==> src/rtl/fetch_queue_unit.sv <==
// Instruction-fetch stage: fetch PC, 1-cycle synchronous imem requests and a DEPTH-entry instruction queue.
// Optional performance counters are enabled with `define FETCH_QUEUE_PERF_EN.
module fetch_queue_unit #(
  parameter int unsigned           XLEN     = 32,
  parameter int unsigned           IMEM_AW  = 11,
  parameter int unsigned           DEPTH    = 4,
  parameter logic [XLEN-1:0]       RESET_PC = '0
) (
  input  logic               clk,
  input  logic               rst_n,
  input  logic               PC_set,
  input  logic [XLEN-1:0]    PC,
  input  logic               redirect_valid,
  input  logic [XLEN-1:0]    redirect_pc,
  output logic               imem_req,
  output logic [IMEM_AW-1:0] imem_addr,
  input  logic [XLEN-1:0]    imem_rdata,
  output logic               id_valid,
  input  logic               id_ready,
  output logic [XLEN-1:0]    id_instr,
  output logic [XLEN-1:0]    id_pc,
  output logic [XLEN-1:0]    id_pc_incr4
`ifdef FETCH_QUEUE_PERF_EN
  ,
  output logic [31:0]        perf_fetched,
  output logic [31:0]        perf_flushed,
  output logic [31:0]        perf_starve
`endif
);

  localparam int unsigned PTR_W = (DEPTH > 1) ? $clog2(DEPTH) : 1;
  localparam int unsigned CNT_W = PTR_W + 1;

  logic              run_q;
  logic              inflight_q;
  logic [XLEN-1:0]   fetch_pc_q;
  logic [XLEN-1:0]   req_pc_q;
  logic [PTR_W-1:0]  rd_ptr_q;
  logic [PTR_W-1:0]  wr_ptr_q;
  logic [CNT_W-1:0]  count_q;
  logic [XLEN-1:0]   instr_mem [DEPTH];
  logic [XLEN-1:0]   pc_mem    [DEPTH];
  logic [XLEN-1:0]   hold_instr_q;
  logic [XLEN-1:0]   hold_pc_q;

  logic              flush_c;
  logic              push_c;
  logic              pop_c;
  logic              empty_c;
  logic [XLEN-1:0]   head_instr_c;
  logic [XLEN-1:0]   head_pc_c;

  assign flush_c   = PC_set | redirect_valid;
  assign push_c    = inflight_q & ~flush_c;
  assign empty_c   = (count_q == '0);
  assign id_valid  = ~empty_c | push_c;
  assign pop_c     = id_valid & id_ready & ~flush_c;
  assign imem_req  = run_q & ~flush_c &
                     ((count_q + CNT_W'(inflight_q)) < CNT_W'(DEPTH));
  assign imem_addr = fetch_pc_q[IMEM_AW+1:2];

  // An empty queue passes the arriving response straight through so a redirect
  // target is visible two cycles after the flush; otherwise the last head is held.
  always_comb begin
    head_instr_c = hold_instr_q;
    head_pc_c    = hold_pc_q;
    if (!empty_c) begin
      head_instr_c = instr_mem[rd_ptr_q];
      head_pc_c    = pc_mem[rd_ptr_q];
    end else if (push_c) begin
      head_instr_c = imem_rdata;
      head_pc_c    = req_pc_q;
    end
  end

  assign id_instr    = head_instr_c;
  assign id_pc       = head_pc_c;
  assign id_pc_incr4 = head_pc_c + XLEN'(4);

  always_ff @(posedge clk or negedge rst_n) begin
    if (!rst_n) run_q <= 1'b0;
    else        run_q <= 1'b1;
  end

  always_ff @(posedge clk or negedge rst_n) begin
    if (!rst_n) begin
      fetch_pc_q <= RESET_PC;
      req_pc_q   <= '0;
      inflight_q <= 1'b0;
    end else begin
      inflight_q <= imem_req;
      if (PC_set)              fetch_pc_q <= PC & ~XLEN'(3);
      else if (redirect_valid) fetch_pc_q <= redirect_pc & ~XLEN'(3);
      else if (imem_req)       fetch_pc_q <= fetch_pc_q + XLEN'(4);
      if (imem_req) req_pc_q <= fetch_pc_q;
    end
  end

  always_ff @(posedge clk or negedge rst_n) begin
    if (!rst_n) begin
      rd_ptr_q <= '0;
      wr_ptr_q <= '0;
      count_q  <= '0;
    end else if (flush_c) begin
      rd_ptr_q <= '0;
      wr_ptr_q <= '0;
      count_q  <= '0;
    end else begin
      if (push_c) wr_ptr_q <= wr_ptr_q + PTR_W'(1);
      if (pop_c)  rd_ptr_q <= rd_ptr_q + PTR_W'(1);
      count_q <= count_q + CNT_W'(push_c) - CNT_W'(pop_c);
    end
  end

  always_ff @(posedge clk) begin
    if (push_c) begin
      instr_mem[wr_ptr_q] <= imem_rdata;
      pc_mem[wr_ptr_q]    <= req_pc_q;
    end
  end

  always_ff @(posedge clk or negedge rst_n) begin
    if (!rst_n) begin
      hold_instr_q <= '0;
      hold_pc_q    <= '0;
    end else if (id_valid) begin
      hold_instr_q <= head_instr_c;
      hold_pc_q    <= head_pc_c;
    end
  end

`ifdef FETCH_QUEUE_PERF_EN
  // Flushed count covers queued entries plus the response still in flight.
  always_ff @(posedge clk or negedge rst_n) begin
    if (!rst_n) begin
      perf_fetched <= '0;
      perf_flushed <= '0;
      perf_starve  <= '0;
    end else begin
      if (push_c)  perf_fetched <= perf_fetched + 32'd1;
      if (flush_c) perf_flushed <= perf_flushed + 32'(count_q) + 32'(inflight_q);
      if (id_ready && !id_valid && run_q) perf_starve <= perf_starve + 32'd1;
    end
  end
`endif

endmodule

==> config.mk <==
export PLATFORM = sky130hd
export DESIGN_NAME = fetch_queue_unit
export DESIGN_NICKNAME = d
export VERILOG_FILES = /design/src/rtl/fetch_queue_unit.sv
export SDC_FILE = /design/constraint.sdc
export NUM_CORES = 1
export LEC_CHECK = 0
export CORE_UTILIZATION = 44
export DETAILED_ROUTE_END_ITERATION = 16
export MAX_ROUTING_LAYER = met4
export PLACE_DENSITY = 0.66
export SETUP_SLACK_MARGIN = 0.05
export SYNTH_ARGS = -nofsm -noshare
export SYNTH_HDL_FRONTEND = slang
export SYNTH_SLANG_ARGS = --single-unit
==> constraint.sdc <==
create_clock -name clk -period 8.5 [get_ports clk]
set_input_delay 1.7 -clock clk [delete_from_list [all_inputs] [get_ports clk]]
set_output_delay 1.7 -clock clk [all_outputs]
set_load 0.05 [all_outputs]
==> key figures <==
Outcome
  • Run status: complete, no violations

Clocking
  • Library cell used as clock root buffer: sky130_fd_sc_hd__clkbuf_16
  • Number of sinks handled by clock tree synthesis: 381
  • Clock tree from TritonCTS: done
  • Quantity of hold-fixing buffers added after cts: 0
  • Count of instances resized after the clock tree is built: 0
  • Clock tree buffer depth: 3
  • Total CTS buffers: 40
  • CTS HTree Levels: 2
  • Clock insertion delay at the later pin of the skew report: 0.53 ns
  • Reg clk slew, reported paths: 0.06 ns
  • Post-CTS setup-driven buffer insertion count: 0

Timing
  • Min Tclk post-route: 7.31 ns
  • Max-slew violations: 0
  • Fin Setup TNS: 0 ns
  • Setup Skew: 0.0257 ns
  • Final Hold Fails: 0
  • Slew of the pin with the lowest slew margin: 1.22 ns
  • F_max: 137 MHz
  • Relative slew slack: 0.185
  • Count of endpoints failing setup in the final report: 0
  • Period utilization: 0.859
  • RSZ-0062 raised after global routing: false

Finish
  • Area added between synthesis and finish: 22.5%
  • Proportion of layout cells with a drive suffix above 1: 0.111
  • Most common cell after layout, fill and taps aside: sky130_fd_sc_hd__nand2_1
  • Filler instances: 3176
  • Antenna cells: 0
  • NumNets Final: 1614
  • Flip-flop and latch area: 0.0108 mm2
  • Post-route cell area: 0.0208 mm2
  • Area used by multi-input combinational logic: 0.00566 mm2
  • Highest-count cells in the layout ignoring fill and taps: sky130_fd_sc_hd__nand2_1 (256), sky130_fd_sc_hd__edfxtp_1 (248), sky130_fd_sc_hd__clkdlybuf4s50_1 (183)

Pwr
  • Cell area power density: 275 mW/mm2
  • Max IR drop VDD: 128 uV
  • Lkg Pwr: 7.60 nW
  • Post-route total power: 0.00570 W

GRT
  • Pin count of the biggest net entering global routing: 186
  • Total congestion overflow: 0
  • Wire length of the first global-routing pass: 63600 um
  • Antenna violations before repair: 0
  • Gr usage total: 0.217
  • Via count of the first global-routing pass: 11386

Place
  • HPWL reported at the end of detailed placement: 25100 um
  • Gp weighted congestion: 0.849
  • Placed standard-cell area: 0.0194 mm2
  • Number of buffers added on ports: 205

Yosys
  • Post-synth top flop: sky130_fd_sc_hd__edfxtp_1
  • Top cells by area in the synthesized netlist: sky130_fd_sc_hd__edfxtp_1 (44%), sky130_fd_sc_hd__dfrtp_1 (20%), sky130_fd_sc_hd__mux4_2 (7.2%), sky130_fd_sc_hd__nand2_1 (5.7%), sky130_fd_sc_hd__a31oi_1 (4.1%)
  • Post-synthesis cell area: 0.0169 mm2
  • Portion of the post-synthesis area used by sequential elements: 0.636
  • Synthesized flop and latch total: 381
  • EDFF count, synth: 248
  • Synth area leader: sky130_fd_sc_hd__edfxtp_1
  • Synthesized Nets: 1443
  • Proportion of register bits with asynchronous set or reset after synthesis: 0.349
  • Mean Syn Cell Area: 12.7 um2
  • Gate Count Post-Synth: 1333
  • Number of different library cells in the post-synthesis netlist: 61
  • Warnings from Yosys: 0
  • Share of Yosys cell area claimed by the top area cell type: 0.440

Critical path
  • Largest fanout on the critical path: 66
  • Longest individual stage delay on the worst path: 0.83 ns
  • Number of buffer and inverter stages on the critical path: 3
  • Class of the most critical setup path: in2out
  • Critical path data arrival time: 5.61 ns
  • Ordered cell list for the critical path: buf_2, nor3b_4, buf_4, nand2_1, a31o_2, or4_4, and4bb_2, xnor2_1, clkdlybuf4s50_1
  • Family of cells with the greatest summed delay on the critical path: buffers and inverters
  • Worst path required time: 6.80 ns
  • Cell type of the slowest stage on the worst timing path: sky130_fd_sc_hd__clkdlybuf4s50_1
  • CP Launch Type: primary input
  • Critical Path End Type: output port

Drt
  • Detailed Routing Iterations Pass 1: 5
  • DRC violation count after routing: 0
  • Average via count per standard cell: 5.55
  • Overall via count from detail_route: 11364
  • Number of routed nets with antenna violations: 0
  • Final WL: 40400 um
  • Wire per inst: 19.7 um
  • Initial DRC count: 693

Die
  • Horizontal die dimension: 198 um
  • Die Ht: 198 um
  • Effective utilization at floorplan: 0.449
  • Row cnt: 71
  • I/O pin total: 210
  • Die Footprint: 0.0393 mm2
  • Placeable core area: 0.0378 mm2

Min path
  • Kind of path behind the tightest hold check: reg2reg

Run
  • Maximum Capacitance Violations: 0
## cells in the mapped netlist, drive strengths merged, types with 3 or more instances
cell	number
a21boi	3
a21o	6
a21oi	39
a22oi	5
a31o	3
a31oi	110
and2	7
and3	15
and4	3
buf	43
clkbuf	48
dfrtp	133
edfxtp	248
ha	8
inv	21
mux2i	25
mux4	62
nand2	256
nand3	40
nand4	14
nor2	108
nor3	7
nor3b	4
o21ai	35
o22ai	3
o31ai	3
xnor2	32
xor2	24
## metrics by stage
stage | utilization | cells | worst slack (ns) | hold WS (ns)
after floorplan | - | 1333 | 0.231 | 0.454
after global placement | 0.514 | 1973 | 1.25 | 0.484
after detailed placement | 0.514 | 1973 | 1.19 | 0.486
after CTS | 0.550 | 2046 | 1.19 | 0.506
after global routing | 0.550 | 2046 | 1.01 | 0.535
final | 0.550 | 2046 | 1.19 | 0.505
## metal layers
layer,track usage,part of all wire
met5,-,0
met3,0.0324,0.058
met1,0.292,0.45
met2,0.344,0.48
met4,0.0568,0.020
## cell families (layout without fill, tap and decap cells)
| logic type | after synthesis | count (layout) | share of synthesized area |
|---|---|---|---|
| AO/OA/AOI/OAI | 220 | 220 | 0.0795 |
| XOR/XNOR | 56 | 56 | 0.0289 |
| adder cells (fa/ha/maj) | 9 | 9 | 0.00709 |
| buffers and inverters | 113 | 315 | 0.0312 |
| flip-flops | 381 | 381 | 0.636 |
| multiplexers | 88 | 88 | 0.0996 |
| other | 1 | 1 | 0.000221 |
| AND/OR/NAND/NOR | 465 | 465 | 0.118 |
## worst paths after layout
path                                start               end  slack (ns)  cells after the start
setup reg to reg               inflight_q   instr_mem[2][9]        4.79                      4
max in group asynchronous           rst_n  hold_instr_q[10]        5.91                      2
setup / recovery           redirect_valid   id_pc_incr4[21]        1.19                      9
min in group asynchronous           rst_n    fetch_pc_q[29]        1.23                      1
hold / removal               hold_pc_q[0]      hold_pc_q[0]        0.51                      1
hold reg to reg              hold_pc_q[0]      hold_pc_q[0]        0.51                      1
## layout make-up
class,count,area share
Clock inverter,17,0.0122
Inverter,22,0.00398
Clock buffer,56,0.0530
Sequential cell,381,0.519
Multi-Input combinational cell,839,0.273
Tap cell,511,0.0308
Timing Repair Buffer,220,0.108
## report_power, final
group	switching [W]	internal, W	leakage, nW
clock network	0.000694	0.00109	0.659
logic	0.00105	0.000562	3.09
registers	0.000140	0.00216	3.85
## flip-flops by register name, indices dropped and copies added, names as in the netlist
register	cells
instr_mem	128
req_pc_q	30
pc_mem	120
count_q	3
hold_instr_q	32
hold_pc_q	32
rd_ptr_q	2
run_q	1
fetch_pc_q	30
inflight_q	1
wr_ptr_q	2
Note: power is estimated with default switching activity, not from simulation.
